File: src/rtl/bnn_pkg.sv
// -----------------------------------------------------------------------------
// bnn_pkg
//   Shared definitions for the BNN classifier result reporter.
//   - Field positions of the 8-bit result bus {hidden_act[3:0], ready, class[2:0]}
//   - UART transmitter state encoding and frame data width
//   - Per-class statistics counter width and its saturating increment
//   Optional feature macro used by the reporter: BNN_REPORT_STATS_EN.
// -----------------------------------------------------------------------------
package bnn_pkg;

    // Result bus layout
    localparam int RES_W   = 8;
    localparam int CLS_LSB = 0;
    localparam int CLS_W   = 3;
    localparam int RDY_BIT = 3;
    localparam int HID_LSB = 4;
    localparam int HID_W   = 4;

    // UART framing
    localparam int UART_DATA_BITS = 8;

    typedef enum logic [1:0] {
        TX_IDLE  = 2'd0,
        TX_START = 2'd1,
        TX_DATA  = 2'd2,
        TX_STOP  = 2'd3
    } tx_state_e;

    // Per-class statistics counters
    localparam int STAT_W = 8;

    function automatic logic [STAT_W-1:0] sat_inc(input logic [STAT_W-1:0] v);
        return (v == '1) ? v : v + STAT_W'(1);
    endfunction

endpackage

File: src/rtl/bnn_result_uart_reporter_if.sv
// -----------------------------------------------------------------------------
// bnn_result_uart_reporter_if
//   Groups the reporter's bus-level signals.
//   res_bus     classifier result bus {hidden_act, ready, class}
//   clr_ovf     one-cycle pulse clearing the sticky overflow flag
//   tx          UART serial line, idles high
//   tx_busy     high while a frame is on the line
//   fifo_count  current FIFO occupancy, $clog2(DEPTH)+1 bits
//   overflow    sticky flag, a capture was dropped on a full FIFO
//   Modports: master = classifier/host side, slave = reporter.
//   DEPTH must match the reporter's DEPTH parameter.
// -----------------------------------------------------------------------------
interface bnn_result_uart_reporter_if
    import bnn_pkg::*;
#(
    parameter int DEPTH = 4
) ();

    logic [RES_W-1:0]        res_bus;
    logic                    clr_ovf;
    logic                    tx;
    logic                    tx_busy;
    logic [$clog2(DEPTH):0]  fifo_count;
    logic                    overflow;

    modport master (
        output res_bus, clr_ovf,
        input  tx, tx_busy, fifo_count, overflow
    );

    modport slave (
        input  res_bus, clr_ovf,
        output tx, tx_busy, fifo_count, overflow
    );

endinterface

File: src/rtl/bnn_uart_tx.sv
// -----------------------------------------------------------------------------
// bnn_uart_tx
//   8N1 UART transmitter: owns the frame FSM, baud counter and shift register.
//   Ports:
//     clk, rst  clock and synchronous active-high reset
//     ena       clock enable; all state holds while low
//     load      accept data; only honoured in IDLE or on the last STOP cycle
//     data      byte to send, LSB first
//     busy      high whenever a frame is in progress (state != IDLE)
//     done      high during the last clock of the STOP bit
//     tx        registered serial output, idles high
// -----------------------------------------------------------------------------
module bnn_uart_tx
    import bnn_pkg::*;
#(
    parameter int CLKS_PER_BIT = 16
) (
    input  logic                      clk,
    input  logic                      rst,
    input  logic                      ena,
    input  logic                      load,
    input  logic [UART_DATA_BITS-1:0] data,
    output logic                      busy,
    output logic                      done,
    output logic                      tx
);

    localparam int BAUD_W = (CLKS_PER_BIT > 1) ? $clog2(CLKS_PER_BIT) : 1;
    localparam int BIT_W  = $clog2(UART_DATA_BITS);

    localparam logic [BAUD_W-1:0] BAUD_LAST = BAUD_W'(CLKS_PER_BIT - 1);
    localparam logic [BAUD_W-1:0] BAUD_ONE  = BAUD_W'(1);
    localparam logic [BIT_W-1:0]  BIT_LAST  = BIT_W'(UART_DATA_BITS - 1);
    localparam logic [BIT_W-1:0]  BIT_ONE   = BIT_W'(1);

    tx_state_e                 state, state_next;
    logic [BAUD_W-1:0]         baud_cnt, baud_next;
    logic [BIT_W-1:0]          bit_cnt, bit_next;
    logic [UART_DATA_BITS-1:0] shreg, shreg_next;
    logic                      tx_q, tx_next;
    logic                      baud_end;

    assign baud_end = (baud_cnt == BAUD_LAST);
    assign busy     = (state != TX_IDLE);
    // Kept outside the FSM block so the caller's load (which depends on done)
    // does not form a loop through one process.
    assign done     = (state == TX_STOP) && baud_end;
    assign tx       = tx_q;

    // NOTE: sequential state uses non-blocking assignments only, so every
    // register samples the pre-edge values regardless of statement order.
    always_ff @(posedge clk) begin
        if (rst) begin
            state    <= TX_IDLE;
            baud_cnt <= '0;
            bit_cnt  <= '0;
            shreg    <= '0;
            tx_q     <= 1'b1;
        end else if (ena) begin
            state    <= state_next;
            baud_cnt <= baud_next;
            bit_cnt  <= bit_next;
            shreg    <= shreg_next;
            tx_q     <= tx_next;
        end
    end

    // tx is registered: tx_next is the line level for the cycle after the edge.
    // NOTE: every output of this block gets a default first so no path leaves
    // a variable unassigned, which would otherwise infer a latch.
    always_comb begin
        state_next = state;
        baud_next  = baud_cnt;
        bit_next   = bit_cnt;
        shreg_next = shreg;
        tx_next    = tx_q;

        unique case (state)
            TX_IDLE: begin
                tx_next = 1'b1;
                if (load) begin
                    shreg_next = data;
                    baud_next  = '0;
                    state_next = TX_START;
                    tx_next    = 1'b0;
                end
            end

            TX_START: begin
                if (baud_end) begin
                    baud_next  = '0;
                    bit_next   = '0;
                    state_next = TX_DATA;
                    tx_next    = shreg[0];
                end else begin
                    baud_next = baud_cnt + BAUD_ONE;
                end
            end

            TX_DATA: begin
                if (baud_end) begin
                    baud_next  = '0;
                    shreg_next = shreg >> 1;
                    if (bit_cnt == BIT_LAST) begin
                        state_next = TX_STOP;
                        tx_next    = 1'b1;
                    end else begin
                        bit_next = bit_cnt + BIT_ONE;
                        tx_next  = shreg[1];
                    end
                end else begin
                    baud_next = baud_cnt + BAUD_ONE;
                end
            end

            TX_STOP: begin
                if (baud_end) begin
                    if (load) begin
                        // Back-to-back frame: skip IDLE, start bit follows stop bit.
                        shreg_next = data;
                        baud_next  = '0;
                        state_next = TX_START;
                        tx_next    = 1'b0;
                    end else begin
                        state_next = TX_IDLE;
                    end
                end else begin
                    baud_next = baud_cnt + BAUD_ONE;
                end
            end

            default: begin
                state_next = TX_IDLE;
                tx_next    = 1'b1;
            end
        endcase
    end

endmodule

File: src/rtl/bnn_result_uart_reporter.sv
// -----------------------------------------------------------------------------
// bnn_result_uart_reporter
//   Consumer end of the BNN classifier result bus. Captures one result per
//   rising edge of the ready bit, buffers it in a DEPTH-entry FIFO and sends
//   it off-chip as 8N1 UART frames.
//   Ports:
//     clk, rst  clock and synchronous active-high reset
//     ena       clock enable; all state (and the tx level) holds while low
//     bus       slave side of bnn_result_uart_reporter_if
//               (res_bus, clr_ovf in; tx, tx_busy, fifo_count, overflow out)
//   Macro BNN_REPORT_STATS_EN: when defined, keeps saturating 8-bit counters
//   for class==0 and class!=0; each entry carries {count, result} and is sent
//   as two frames (result byte, then count byte).
//   DEPTH must be a power of two (2..16) and match the interface's DEPTH.
// -----------------------------------------------------------------------------
module bnn_result_uart_reporter
    import bnn_pkg::*;
#(
    parameter int DEPTH        = 4,
    parameter int CLKS_PER_BIT = 16
) (
    input  logic                        clk,
    input  logic                        rst,
    input  logic                        ena,
    bnn_result_uart_reporter_if.slave   bus
);

    localparam int PTR_W = $clog2(DEPTH);

`ifdef BNN_REPORT_STATS_EN
    localparam int ENTRY_W = RES_W + STAT_W;
`else
    localparam int ENTRY_W = RES_W;
`endif

    localparam logic [PTR_W-1:0] PTR_ONE  = PTR_W'(1);
    localparam logic [PTR_W:0]   CNT_ONE  = (PTR_W + 1)'(1);
    localparam logic [PTR_W:0]   CNT_FULL = (PTR_W + 1)'(DEPTH);

    logic                      rdy_q;
    logic                      rise, push_req, push_ok, drop, pop;
    logic                      empty, full;
    logic [PTR_W-1:0]          wr_ptr, rd_ptr;
    logic [PTR_W:0]            count;
    logic                      ovf_q;
    logic [ENTRY_W-1:0]        mem [DEPTH];
    logic [ENTRY_W-1:0]        wr_data, head;

    logic                      tx_line, tx_busy, tx_done, tx_load, tx_free;
    logic [UART_DATA_BITS-1:0] tx_data;

    // ---------------- capture ----------------
    assign rise     = bus.res_bus[RDY_BIT] & ~rdy_q;
    assign push_req = ena & rise;

    always_ff @(posedge clk) begin
        if (rst) begin
            rdy_q <= 1'b0;
        end else if (ena) begin
            rdy_q <= bus.res_bus[RDY_BIT];
        end
    end

    // ---------------- FIFO ----------------
    assign empty   = (count == '0);
    assign full    = (count == CNT_FULL);
    assign head    = mem[rd_ptr];
    // A pop on the same edge frees the slot, so a full FIFO still accepts.
    assign push_ok = push_req & (~full | pop);
    assign drop    = push_req & full & ~pop;

    // The transmitter can take a new byte when idle or on its last stop cycle.
    assign tx_free = ~tx_busy | tx_done;

    // NOTE: the storage array has no reset; occupancy and pointers define
    // which entries are valid, so stale contents are never observed.
    always_ff @(posedge clk) begin
        if (push_ok && !rst) begin
            mem[wr_ptr] <= wr_data;
        end
    end

    always_ff @(posedge clk) begin
        if (rst) begin
            wr_ptr <= '0;
            rd_ptr <= '0;
            count  <= '0;
        end else begin
            if (push_ok) begin
                wr_ptr <= wr_ptr + PTR_ONE;
            end
            if (pop) begin
                rd_ptr <= rd_ptr + PTR_ONE;
            end
            unique case ({push_ok, pop})
                2'b10:   count <= count + CNT_ONE;
                2'b01:   count <= count - CNT_ONE;
                default: count <= count;
            endcase
        end
    end

    // Sticky overflow; a new drop on the same edge as clr_ovf wins.
    always_ff @(posedge clk) begin
        if (rst) begin
            ovf_q <= 1'b0;
        end else if (ena) begin
            if (drop) begin
                ovf_q <= 1'b1;
            end else if (bus.clr_ovf) begin
                ovf_q <= 1'b0;
            end
        end
    end

`ifdef BNN_REPORT_STATS_EN
    // ---------------- per-class statistics ----------------
    logic [STAT_W-1:0]         cnt_zero, cnt_other, cnt_next;
    logic                      is_zero;
    logic                      pend_valid;
    logic [UART_DATA_BITS-1:0] pend_byte;

    assign is_zero  = (bus.res_bus[CLS_LSB +: CLS_W] == '0);
    // The entry carries the count after this capture has been counted.
    assign cnt_next = is_zero ? sat_inc(cnt_zero) : sat_inc(cnt_other);
    assign wr_data  = {cnt_next, bus.res_bus};

    // While the count byte of the current entry is pending, the next stop
    // cycle loads it instead of popping a new entry.
    assign pop      = ena & ~empty & tx_free & ~pend_valid;
    assign tx_load  = pop | (ena & pend_valid & tx_done);
    assign tx_data  = pend_valid ? pend_byte : head[UART_DATA_BITS-1:0];

    always_ff @(posedge clk) begin
        if (rst) begin
            cnt_zero   <= '0;
            cnt_other  <= '0;
            pend_valid <= 1'b0;
            pend_byte  <= '0;
        end else begin
            // Dropped captures are counted too: this follows push_req, not push_ok.
            if (push_req) begin
                if (is_zero) begin
                    cnt_zero <= cnt_next;
                end else begin
                    cnt_other <= cnt_next;
                end
            end
            if (pop) begin
                pend_valid <= 1'b1;
                pend_byte  <= head[ENTRY_W-1 -: STAT_W];
            end else if (ena && pend_valid && tx_done) begin
                pend_valid <= 1'b0;
            end
        end
    end
`else
    assign wr_data = bus.res_bus;
    assign pop     = ena & ~empty & tx_free;
    assign tx_load = pop;
    assign tx_data = head;
`endif

    // ---------------- transmitter ----------------
    bnn_uart_tx #(
        .CLKS_PER_BIT (CLKS_PER_BIT)
    ) u_tx (
        .clk  (clk),
        .rst  (rst),
        .ena  (ena),
        .load (tx_load),
        .data (tx_data),
        .busy (tx_busy),
        .done (tx_done),
        .tx   (tx_line)
    );

    assign bus.tx         = tx_line;
    assign bus.tx_busy    = tx_busy;
    assign bus.fifo_count = count;
    assign bus.overflow   = ovf_q;

endmodule

File: src/flat_wrapper.sv
// flat-port wrapper written by rule: the top's interface ports become plain ports
module bnn_result_uart_reporter_flat import bnn_pkg::*;
#(
    parameter int DEPTH        = 4,
    parameter int CLKS_PER_BIT = 16
)
  (clk, rst, ena, bus_res_bus, bus_clr_ovf, bus_tx, bus_tx_busy, bus_fifo_count, bus_overflow);
  bnn_result_uart_reporter_if #(.DEPTH(DEPTH)) bus_i ();
  input  logic clk;
  input  logic rst;
  input  logic ena;
  input wire logic [$bits(bus_i.res_bus)-1:0] bus_res_bus;
  input wire logic [$bits(bus_i.clr_ovf)-1:0] bus_clr_ovf;
  output wire logic [$bits(bus_i.tx)-1:0] bus_tx;
  output wire logic [$bits(bus_i.tx_busy)-1:0] bus_tx_busy;
  output wire logic [$bits(bus_i.fifo_count)-1:0] bus_fifo_count;
  output wire logic [$bits(bus_i.overflow)-1:0] bus_overflow;
  assign bus_i.res_bus = bus_res_bus;
  assign bus_i.clr_ovf = bus_clr_ovf;
  assign bus_tx = bus_i.tx;
  assign bus_tx_busy = bus_i.tx_busy;
  assign bus_fifo_count = bus_i.fifo_count;
  assign bus_overflow = bus_i.overflow;
  bnn_result_uart_reporter #(.DEPTH(DEPTH), .CLKS_PER_BIT(CLKS_PER_BIT)) u_core (.clk(clk), .rst(rst), .ena(ena), .bus(bus_i));
endmodule
File: config.mk
export PLATFORM = sky130hd
export DESIGN_NAME = bnn_result_uart_reporter_flat
export DESIGN_NICKNAME = d
export VERILOG_FILES = /design/src/rtl/bnn_pkg.sv /design/src/rtl/bnn_result_uart_reporter_if.sv /design/src/rtl/bnn_uart_tx.sv /design/src/rtl/bnn_result_uart_reporter.sv /design/src/flat_wrapper.sv
export SDC_FILE = /design/constraint.sdc
export NUM_CORES = 1
export LEC_CHECK = 0
export ABC_AREA = 1
export CAP_MARGIN = 5
export CORE_MARGIN = 2
export CORE_UTILIZATION = 26
export CTS_CLUSTER_SIZE = 30
export DETAILED_ROUTE_END_ITERATION = 16
export SYNTH_ARGS = -nofsm -noshare
export SYNTH_HDL_FRONTEND = slang
export SYNTH_SLANG_ARGS = --single-unit
File: constraint.sdc
create_clock -name clk -period 2.4 [get_ports clk]
set_input_delay 0.36 -clock clk [delete_from_list [all_inputs] [get_ports clk]]
set_output_delay 0.36 -clock clk [all_outputs]
set_load 0.02 [all_outputs]
==> report_table.html, run 1 <==
<table>
<tr><th>Metric</th><th>Value</th></tr>
<tr><th colspan="2">Setup path</th></tr>
<tr><td>Crit Path Class</td><td>register to output port</td></tr>
<tr><td>Reg2Reg Setup Slack</td><td>around 0.36 ns</td></tr>
<tr><td>WP data required</td><td>2.04 ns</td></tr>
<tr><td>Crit. End Element</td><td>output port</td></tr>
<tr><td>Arrival time of data at the critical path endpoint</td><td>roughly 2.0 ns</td></tr>
<tr><td>Critical Path Fanout Max</td><td>6</td></tr>
<tr><td>End point of the critical path</td><td>bus_tx_busy</td></tr>
<tr><td>Origin of the worst setup path</td><td>u_core.u_tx.state[0]</td></tr>
<tr><td>Startpoint class of the critical path</td><td>register</td></tr>
<tr><td>Register-to-Register Path Depth</td><td>9</td></tr>
<tr><td>RR Endpoint</td><td>u_core.bus.fifo_count[2]</td></tr>
<tr><td>Startpoint of the lowest-slack register-to-register path</td><td>u_core.u_tx.state[0]</td></tr>
<tr><th colspan="2">Layout</th></tr>
<tr><td>Share of the core filled with cells</td><td>around 32%</td></tr>
<tr><td>Fraction of layout cells with a size suffix above 1</td><td>between 10% and 20%</td></tr>
<tr><td>Area Overhead vs Synth</td><td>20.9%</td></tr>
<tr><td>FILL cells</td><td>1,140</td></tr>
<tr><td>Number of antenna diodes</td><td>0</td></tr>
<tr><td>Net count, final</td><td>between 300 and 400</td></tr>
<tr><th colspan="2">Floorplanning</th></tr>
<tr><td>Initial standard-cell utilization of the core</td><td>about a quarter</td></tr>
<tr><td>Standard cell core area</td><td>about 0.011 sq mm</td></tr>
<tr><td>Count of boundary I/O pins</td><td>18</td></tr>
<tr><td>Area enclosed by the die boundary</td><td>roughly 0.012 sq mm</td></tr>
<tr><td>Die height</td><td>around 110 microns</td></tr>
<tr><td>Chip Width</td><td>between 100 and 150 microns</td></tr>
<tr><td>Cell row count</td><td>38</td></tr>
<tr><th colspan="2">Drt</th></tr>
<tr><td>Number of nets with antenna violations after detailed routing</td><td>0</td></tr>
<tr><td>Post-detailed-route wirelength per cell</td><td>around 12 microns</td></tr>
<tr><td>First-pass iteration count of the detailed router</td><td>4</td></tr>
<tr><td>DRC violations left</td><td>0</td></tr>
<tr><td>Via total after detailed routing</td><td>between 2,000 and 2,500</td></tr>
<tr><td>Mean number of vias per cell</td><td>4.36</td></tr>
<tr><td>Initial DRC count</td><td>126</td></tr>
<tr><td>Overall routed net length</td><td>around 5.9 mm</td></tr>
<tr><th colspan="2">Yosys</th></tr>
<tr><td>Sequential share of the synthesized area</td><td>a little over half</td></tr>
<tr><td>Number of flip-flops and latches in the synthesized netlist</td><td>61</td></tr>
<tr><td>Area share of the largest cell type after synthesis</td><td>between 30% and 40%</td></tr>
<tr><td>Library cells used by synthesis</td><td>34</td></tr>
<tr><td>Cell count after synthesis</td><td>approximately 330</td></tr>
<tr><td>Mean Syn Cell Area</td><td>~8.8 sq um</td></tr>
<tr><td>Yosys warning count</td><td>0</td></tr>
<tr><td>Dominant cells by area after synthesis</td><td>sky130_fd_sc_hd__edfxtp_1 (33%), sky130_fd_sc_hd__dfxtp_1 (20%), sky130_fd_sc_hd__nand2_1 (7.6%)</td></tr>
<tr><td>Post-Synthesis Cell Area</td><td>~0.0029 sq mm</td></tr>
<tr><td>Leading area contributor after synthesis</td><td>sky130_fd_sc_hd__edfxtp_1</td></tr>
<tr><td>Net count after synthesis</td><td>around 350</td></tr>
<tr><th colspan="2">STA</th></tr>
<tr><td>Measured slew at the worst slew-check pin</td><td>between 0.3 and 0.4 ns</td></tr>
<tr><td>Number of hold violations in the final report</td><td>0</td></tr>
<tr><td>Fraction of the cycle the final worst path needs</td><td>a little over nine tenths</td></tr>
<tr><td>Maximum frequency from static timing analysis</td><td>roughly 0.43 GHz</td></tr>
<tr><td>Clock period minus final worst setup slack</td><td>about 2.3 ns</td></tr>
<tr><td>Final Skew</td><td>a little under 0.006 ns</td></tr>
<tr><td>Setup violation total in the final timing report</td><td>0</td></tr>
<tr><td>Tightest slew margin relative to the limit</td><td>around three quarters</td></tr>
<tr><td>Sum Neg Setup Slack</td><td>0 ns</td></tr>
<tr><td>Number of max-slew violations in the final report</td><td>0</td></tr>
<tr><td>Setup repair after global routing missed its margin</td><td>no</td></tr>
<tr><th colspan="2">Clock network</th></tr>
<tr><td>Number of setup buffers added after CTS</td><td>0</td></tr>
<tr><td>Post-CTS resize count</td><td>0</td></tr>
<tr><td>Clk root buf</td><td>sky130_fd_sc_hd__clkbuf_8</td></tr>
<tr><td>Number of buffers between clock root and the deepest sink</td><td>2</td></tr>
<tr><td>Hold bufs inserted after CTS</td><td>0</td></tr>
<tr><td>Clock Pin Slew Worst Setup and Hold Paths</td><td>approximately 0.070 ns</td></tr>
<tr><td>Total number of clock tree sinks</td><td>61</td></tr>
<tr><td>H-tree depth</td><td>3</td></tr>
<tr><td>Later-pin clock latency in the skew report</td><td>0.35 ns</td></tr>
<tr><td>CTS tree</td><td>yes</td></tr>
<tr><td>Number of clock buffers inserted by TritonCTS</td><td>9</td></tr>
<tr><th colspan="2">Power</th></tr>
<tr><td>Internal power</td><td>approximately 2.2 mW</td></tr>
<tr><td>Clock share of power</td><td>between 20 and 30%</td></tr>
<tr><td>Proportion of power drawn by combinational gates</td><td>between 30% and 40%</td></tr>
<tr><td>Net switching fraction of the power</td><td>between 30% and 40%</td></tr>
<tr><td>Power Density</td><td>approximately 1000 mW/mm^2</td></tr>
<tr><td>Peak supply drop</td><td>roughly 0.32 mV</td></tr>
<tr><td>Share of total power in sequential cells</td><td>37.0%</td></tr>
<tr><td>Pleak</td><td>about 1.4 nW</td></tr>
<tr><td>Psw</td><td>1.35 mW</td></tr>
<tr><th colspan="2">Place</th></tr>
<tr><td>Routability cong.</td><td>between 0.8 and 0.9</td></tr>
<tr><td>IO buf count</td><td>17</td></tr>
<tr><td>HPWL after detailed placement</td><td>4.28 mm</td></tr>
<tr><th colspan="2">Global routing</th></tr>
<tr><td>Number of global-route vias before repair</td><td>between 2,000 and 2,500</td></tr>
<tr><td>Pin count of the biggest net entering global routing</td><td>19</td></tr>
<tr><td>Global-route wire length before repair</td><td>approximately 9.7 mm</td></tr>
<tr><td>Aggregate global routing overflow</td><td>0</td></tr>
<tr><td>Aggregate global-route resource usage</td><td>a little over a tenth</td></tr>
<tr><td>Initial antenna violation count</td><td>0</td></tr>
<tr><th colspan="2">Flow run</th></tr>
<tr><td>Maximum Capacitance Violations</td><td>0</td></tr>
<tr><th colspan="2">Worst hold path</th></tr>
<tr><td>Path class of the lowest-slack min-delay path</td><td>register to register</td></tr>
<tr><th colspan="2">Status</th></tr>
<tr><td>Run status</td><td>complete, no violations</td></tr>
</table>
==> per-layer routing <==
layer | track usage (%) | vias to the layer above | share of wire (%)
met5 | 0 | - | 0
met4 | 6.42 | 0 | 2.5
met3 | 2.85 | 12 | 4.2
met2 | 16.5 | 39 | 44
met1 | 13.6 | 998 | 49
li1 | - | 1164 | -
==> registers in the layout, summed over array words and instances, names as in the netlist, named ones only <==
signal,cells
u_core.mem,32
u_core.u_tx.shreg,8
u_core.u_tx.baud_cnt,4
u_core.bus.fifo_count,3
u_core.u_tx.bit_cnt,3
u_core.rd_ptr,2
u_core.u_tx.state,2
u_core.wr_ptr,2
u_core.bus.overflow,1
u_core.rdy_q,1
u_core.u_tx.tx,1
==> cell type report <==
cell class	count	area (sq um)	area share, %
flip-flops and latches	61	1540	44.0
multi-input cells	222	1170	33.3
repair buffers	32	283	8.08
well taps	140	175	5.00
inverters	36	135	3.86
clock buffers	10	128	3.65
clock inverters	6	72.6	2.07
==> synth_stat cells (all sizes together) <==
master / instances
or2: 1
nand3: 16
nor2: 56
a211oi: 1
nand4: 3
dfxtp: 29
edfxtp: 32
clkinv: 2
clkbuf: 1
xor2: 1
nor3: 2
o21ai: 38
nand3b: 1
o211ai: 1
inv: 34
a21oi: 18
o211a: 1
o22ai: 6
ha: 13
buf: 8
nand2: 63
fa: 1
==> cell usage in the layout, fill, tap and decap left out, drive strengths merged <==
cell type / synthesis / layout
nand2: 63 / 63
nor2: 56 / 56
o21ai: 38 / 38
inv: 34 / 35
edfxtp: 32 / 32
dfxtp: 29 / 29
a21oi: 18 / 18
clkdlybuf4s50: 0 / 17
nand3: 16 / 16
buf: 8 / 15
ha: 13 / 13
clkbuf: 1 / 10
o22ai: 6 / 6
clkinv: 2 / 5
nand4: 3 / 3
nor3: 2 / 2
a211oi: 1 / 1
or2: 1 / 1
o211a: 1 / 1
xor2: 1 / 1
o211ai: 1 / 1
nand3b: 1 / 1
fa: 1 / 1
bufinv: 0 / 1
clkinvlp: 0 / 1
==> power by group through the flow <==
stage	clock [mW]	sequential, mW	combinational (mW)
5_1_grt	0.974	1.34	1.53
2_1_floorplan	0	1.36	0.964
6_report	0.915	1.32	1.34
3_3_place_gp	0	1.34	1.31
4_1_cts	0.941	1.32	1.34
3_5_place_dp	0	1.34	1.32
==> kinds of logic after synthesis <==
| family | after synthesis | synth area share, % |
|---|---|---|
| buffers and inverters | 45 | 6.48 |
| DFF | 61 | 53.2 |
| AOI/OAI and AO/OA | 65 | 12.5 |
| and+or+nand+nor | 142 | 21.2 |
| adders and majority gates | 14 | 6.31 |
| xor gates and xnor gates | 1 | 0.303 |
==> worst max-delay path, cell delays in order (launching register included) <==
cell and delay, ns:
sky130_fd_sc_hd__dfxtp_1 0.44, sky130_fd_sc_hd__inv_1 0.12, sky130_fd_sc_hd__ha_1 0.23, sky130_fd_sc_hd__inv_1 0.17, sky130_fd_sc_hd__clkdlybuf4s50_1 0.64
==> stage by stage <==
stage                     cells  total power, mW  hold slack, ns  cell area (sq um)  setup WS [ns]
final                       507             3.57           0.461               3500         0.0883
after global routing        507             3.84           0.498               3500         0.0193
after CTS                   507             3.61           0.469               3500         0.0732
after detailed placement    491             2.67           0.461               3300         0.0866
after global placement      491             2.66           0.454               3300          0.131
after floorplan             328             2.32           0.441               2900          0.304
==> worst min-delay path by stage <==
stage	depth (start not counted)	start	slack, ns	end
2_1_floorplan	2	u_core.rdy_q	0.44	u_core.rdy_q
3_3_place_gp	2	u_core.rdy_q	0.45	u_core.rdy_q
3_5_place_dp	1	u_core.rd_ptr[0]	0.46	register
4_1_cts	2	u_core.rdy_q	0.47	u_core.rdy_q
5_1_grt	2	u_core.bus.overflow	0.50	u_core.bus.overflow
6_report	2	u_core.rdy_q	0.46	u_core.rdy_q
No activity file was read; power rests on OpenSTA's default activity.
==> inputs of run 2 (changes only) <==
- SLEW_MARGIN: default -> 20
- clock period: 2.4 -> 1.9 ns (I/O delays scaled with it)
==> run 2 against run 1 <==
Final cell count increased by 2.4%. Count of clock-buffer cells in the layout down 1. Critical path depth grew 6. Register-to-register slack worse by 0.29 ns. Critical endpoint is now u_core.bus.fifo_count[2].
==> report_table.html, run 2 (synthesis gave the netlist of run 1 again) <==
<table>
<tr><th>Metric</th><th>Value</th></tr>
<tr><th colspan="2">Status</th></tr>
<tr><td>Run status</td><td>complete, no violations</td></tr>
<tr><th colspan="2">Setup path</th></tr>
<tr><td>Startpoint class of the critical path</td><td>register</td></tr>
<tr><td>WP data required</td><td>2.12 ns (+0.08 ns)</td></tr>
<tr><td>Arrival time of data at the critical path endpoint</td><td>2.06 ns (+0.11 ns)</td></tr>
<tr><td>Reg2Reg Setup Slack</td><td>0.07 ns (-0.29 ns)</td></tr>
<tr><td>Origin of the worst setup path</td><td>u_core.u_tx.state[0]</td></tr>
<tr><td>Startpoint of the lowest-slack register-to-register path</td><td>u_core.u_tx.state[0]</td></tr>
<tr><td>Critical Path Fanout Max</td><td>6 (unchanged)</td></tr>
<tr><td>Crit. End Element</td><td>register</td></tr>
<tr><td>RR Endpoint</td><td>u_core.bus.fifo_count[2]</td></tr>
<tr><td>Register-to-Register Path Depth</td><td>10 (+1)</td></tr>
<tr><td>Crit Path Class</td><td>register to register</td></tr>
<tr><td>End point of the critical path</td><td>u_core.bus.fifo_count[2]</td></tr>
<tr><th colspan="2">STA</th></tr>
<tr><td>Setup repair after global routing missed its margin</td><td>yes</td></tr>
<tr><td>Measured slew at the worst slew-check pin</td><td>0.396 ns (+0.0232 ns)</td></tr>
<tr><td>Number of max-slew violations in the final report</td><td>0 (unchanged)</td></tr>
<tr><td>Clock period minus final worst setup slack</td><td>around 1.8 ns</td></tr>
<tr><td>Tightest slew margin relative to the limit</td><td>73.6% (-1.6 points)</td></tr>
<tr><td>Maximum frequency from static timing analysis</td><td>around 0.55 GHz</td></tr>
<tr><td>Fraction of the cycle the final worst path needs</td><td>around 97%</td></tr>
<tr><td>Setup violation total in the final timing report</td><td>0 (unchanged)</td></tr>
<tr><td>Number of hold violations in the final report</td><td>0 (unchanged)</td></tr>
<tr><td>Final Skew</td><td>0.00982 ns (+0.00394 ns)</td></tr>
<tr><th colspan="2">Power</th></tr>
<tr><td>Proportion of power drawn by combinational gates</td><td>38.4% (+1.0 points)</td></tr>
<tr><td>Internal power</td><td>2.87 mW (+29%)</td></tr>
<tr><td>Share of total power in sequential cells</td><td>36.4% (-0.6 points)</td></tr>
<tr><td>Peak supply drop</td><td>0.445 mV (+40%)</td></tr>
<tr><td>Psw</td><td>1.75 mW (+29%)</td></tr>
<tr><td>Pleak</td><td>1.47 nW (+3.9%)</td></tr>
<tr><td>Power Density</td><td>1270 mW/mm^2 (+24%)</td></tr>
<tr><td>Clock share of power</td><td>25.1% (-0.5 points)</td></tr>
<tr><td>Net switching fraction of the power</td><td>38.0% (+0.045 points)</td></tr>
<tr><th colspan="2">Worst hold path</th></tr>
<tr><td>Path class of the lowest-slack min-delay path</td><td>register to register</td></tr>
<tr><th colspan="2">Layout</th></tr>
<tr><td>Commonest cells after routing, fill and taps aside</td><td>sky130_fd_sc_hd__nand2_1 (57), sky130_fd_sc_hd__nor2_1 (51), sky130_fd_sc_hd__o21ai_0 (33)</td></tr>
<tr><td>Area of all placed cells without fillers</td><td>0.00365 sq mm (+4.2%)</td></tr>
<tr><td>Fraction of layout cells with a size suffix above 1</td><td>17.9% (+6.5 points)</td></tr>
<tr><td>Number of non-filler instances in the completed layout</td><td>519 (+2.4%)</td></tr>
<tr><td>Net count, final</td><td>400 (+3.1%)</td></tr>
<tr><td>Regs by FF count</td><td>u_core.mem: 32 flops, u_core.u_tx.shreg: 8 flops, u_core.u_tx.baud_cnt: 4 flops</td></tr>
<tr><td>Leading cell type in the layout, fill and taps excluded</td><td>sky130_fd_sc_hd__nand2_1</td></tr>
<tr><td>Area used by sequential logic in the layout</td><td>0.00155 sq mm (+0.49%)</td></tr>
<tr><td>Multi-input combinational cell area</td><td>0.00122 sq mm (+4.4%)</td></tr>
<tr><td>Area Overhead vs Synth</td><td>26.0%</td></tr>
<tr><td>Number of flip-flops under the largest register name</td><td>32 (unchanged)</td></tr>
<tr><td>Most flop-heavy register</td><td>u_core.mem</td></tr>
<tr><td>Number of antenna diodes</td><td>0 (unchanged)</td></tr>
<tr><td>FILL cells</td><td>1,121 (-1.7%)</td></tr>
<tr><th colspan="2">Floorplanning</th></tr>
<tr><td>Die height</td><td>110 microns (unchanged)</td></tr>
<tr><td>Initial standard-cell utilization of the core</td><td>26.7% (unchanged)</td></tr>
<tr><td>Count of boundary I/O pins</td><td>18 (unchanged)</td></tr>
<tr><td>Chip Width</td><td>110 microns (unchanged)</td></tr>
<tr><td>Cell row count</td><td>38 (unchanged)</td></tr>
<tr><td>Standard cell core area</td><td>0.0108 sq mm (unchanged)</td></tr>
<tr><td>Area enclosed by the die boundary</td><td>0.0120 sq mm (unchanged)</td></tr>
<tr><th colspan="2">Clock network</th></tr>
<tr><td>Clock Pin Slew Worst Setup and Hold Paths</td><td>0.07 ns (about the same)</td></tr>
<tr><td>CTS tree</td><td>yes</td></tr>
<tr><td>Total number of clock tree sinks</td><td>61 (unchanged)</td></tr>
<tr><td>Number of setup buffers added after CTS</td><td>0 (unchanged)</td></tr>
<tr><td>Clk root buf</td><td>sky130_fd_sc_hd__clkbuf_8</td></tr>
<tr><td>Number of clock buffers inserted by TritonCTS</td><td>9 (unchanged)</td></tr>
<tr><td>Number of buffers between clock root and the deepest sink</td><td>2 (unchanged)</td></tr>
<tr><td>H-tree depth</td><td>3 (unchanged)</td></tr>
<tr><td>Later-pin clock latency in the skew report</td><td>0.33 ns (-0.02 ns)</td></tr>
<tr><th colspan="2">Global routing</th></tr>
<tr><td>Number of global-route vias before repair</td><td>2,167 (+3.5%)</td></tr>
<tr><td>Aggregate global routing overflow</td><td>0 (unchanged)</td></tr>
<tr><td>Pin count of the biggest net entering global routing</td><td>19 (unchanged)</td></tr>
<tr><td>Global-route wire length before repair</td><td>10.5 mm (+7.3%)</td></tr>
<tr><td>Aggregate global-route resource usage</td><td>11.5% (+0.72 points)</td></tr>
<tr><td>Initial antenna violation count</td><td>0 (unchanged)</td></tr>
<tr><th colspan="2">Drt</th></tr>
<tr><td>Initial DRC count</td><td>141 (+12%)</td></tr>
<tr><td>Sum of met3 wire segment lengths after detailed routing</td><td>224 microns (-8.9%)</td></tr>
<tr><td>Post-detailed-route wirelength per cell</td><td>12.3 microns (+6.1%)</td></tr>
<tr><td>Uppermost layer routed</td><td>met4</td></tr>
<tr><td>DRC violations left</td><td>0 (unchanged)</td></tr>
<tr><td>Routed length on met1</td><td>2.92 mm (+0.90%)</td></tr>
<tr><td>Via total after detailed routing</td><td>2,295 (+3.7%)</td></tr>
<tr><td>Number of nets with antenna violations after detailed routing</td><td>0 (unchanged)</td></tr>
<tr><td>Mean number of vias per cell</td><td>4.42 (+1.3%)</td></tr>
<tr><td>Overall routed net length</td><td>6.40 mm (+8.6%)</td></tr>
<tr><td>Metal2 WL</td><td>3.09 mm (+19%)</td></tr>
<tr><td>First-pass iteration count of the detailed router</td><td>4 (unchanged)</td></tr>
<tr><th colspan="2">Place</th></tr>
<tr><td>Routability cong.</td><td>0.839 (+1.7%)</td></tr>
<tr><td>Number of cells after detailed placement</td><td>503 (+2.4%)</td></tr>
<tr><td>Placement Cell Area</td><td>0.00343 sq mm (+3.9%)</td></tr>
<tr><td>IO buf count</td><td>17 (unchanged)</td></tr>
<tr><td>HPWL after detailed placement</td><td>4.62 mm (+8.0%)</td></tr>
<tr><th colspan="2">Flow run</th></tr>
<tr><td>Maximum Capacitance Violations</td><td>0 (unchanged)</td></tr>
</table>
run 2: worst max-delay path: stages (launching register included):
cell                      delay (ns)
sky130_fd_sc_hd__dfxtp_4        0.37
sky130_fd_sc_hd__inv_1          0.12
sky130_fd_sc_hd__ha_2           0.21
sky130_fd_sc_hd__inv_2          0.06
sky130_fd_sc_hd__a21oi_4        0.13
sky130_fd_sc_hd__nand2_2        0.07
sky130_fd_sc_hd__fa_1           0.38
sky130_fd_sc_hd__inv_1          0.07
sky130_fd_sc_hd__nand4_1        0.11
sky130_fd_sc_hd__a21oi_1        0.15
sky130_fd_sc_hd__nor2_1         0.06
run 2: power groups by stage:
stage / logic (mW) / registers, mW / clock network, mW
after floorplan: 1.23 / 1.72 / 0
after global placement: 1.75 / 1.70 / 0
after detailed placement: 1.77 / 1.70 / 0
after CTS: 1.78 / 1.68 / 1.19
after global routing: 2.03 / 1.70 / 1.25
final: 1.77 / 1.68 / 1.16
run 2: metrics by stage:
step | setup slack, ns | util (%) | TNS, ns | hold slack (ns) | power (mW)
floorplan | 0.0153 | - | 0 | 0.384 | 2.95
global placement | -0.203 | 31.6 | -6.62 | 0.454 | 3.45
detailed placement | -0.230 | 31.6 | -7.17 | 0.460 | 3.47
CTS | 0.00994 | 33.5 | 0 | 0.472 | 4.64
global route | -0.0318 | 33.6 | -0.0318 | 0.492 | 4.98
finish | 0.0652 | 33.6 | 0 | 0.465 | 4.62
run 2: per-layer routing:
layer | GRT usage (%) | vias up
met5 | 0 | -
met4 | 5.70 | 0
met3 | 2.37 | 10
met2 | 18.3 | 45
met1 | 14.8 | 1061
li1 | - | 1179
run 2: timing repair:
action / in CTS / in global routing
endpoints found under the setup margin: 2 / 33
gates resized for setup: 2 / 6
gates cloned: 0 / 0
hold buffers: 0 / 0
run 2: cell type report:
| type | count | area share, % |
|---|---|---|
| Multi-Input combinational cell | 222 | 33.4 |
| Timing Repair Buffer | 44 | 10.2 |
| Inverter | 36 | 3.70 |
| Tap cell | 140 | 4.80 |
| Clock inverter | 7 | 2.06 |
| Sequential cell | 61 | 42.5 |
| Clock buffer | 9 | 3.40 |
run 2: how the worst min path moves through the flow:
stage / from / to / slack (ns) / cells past startpoint
after floorplan: bus_res_bus[0] / u_core.mem[0][0] / 0.38 / 0
final: u_core.bus.overflow / u_core.bus.overflow / 0.47 / 2
after detailed placement: u_core.rdy_q / u_core.rdy_q / 0.46 / 2
after CTS: u_core.bus.overflow / u_core.bus.overflow / 0.47 / 2
after global routing: u_core.rdy_q / u_core.rdy_q / 0.49 / 2
after global placement: u_core.rd_ptr[1] / register / 0.45 / 2
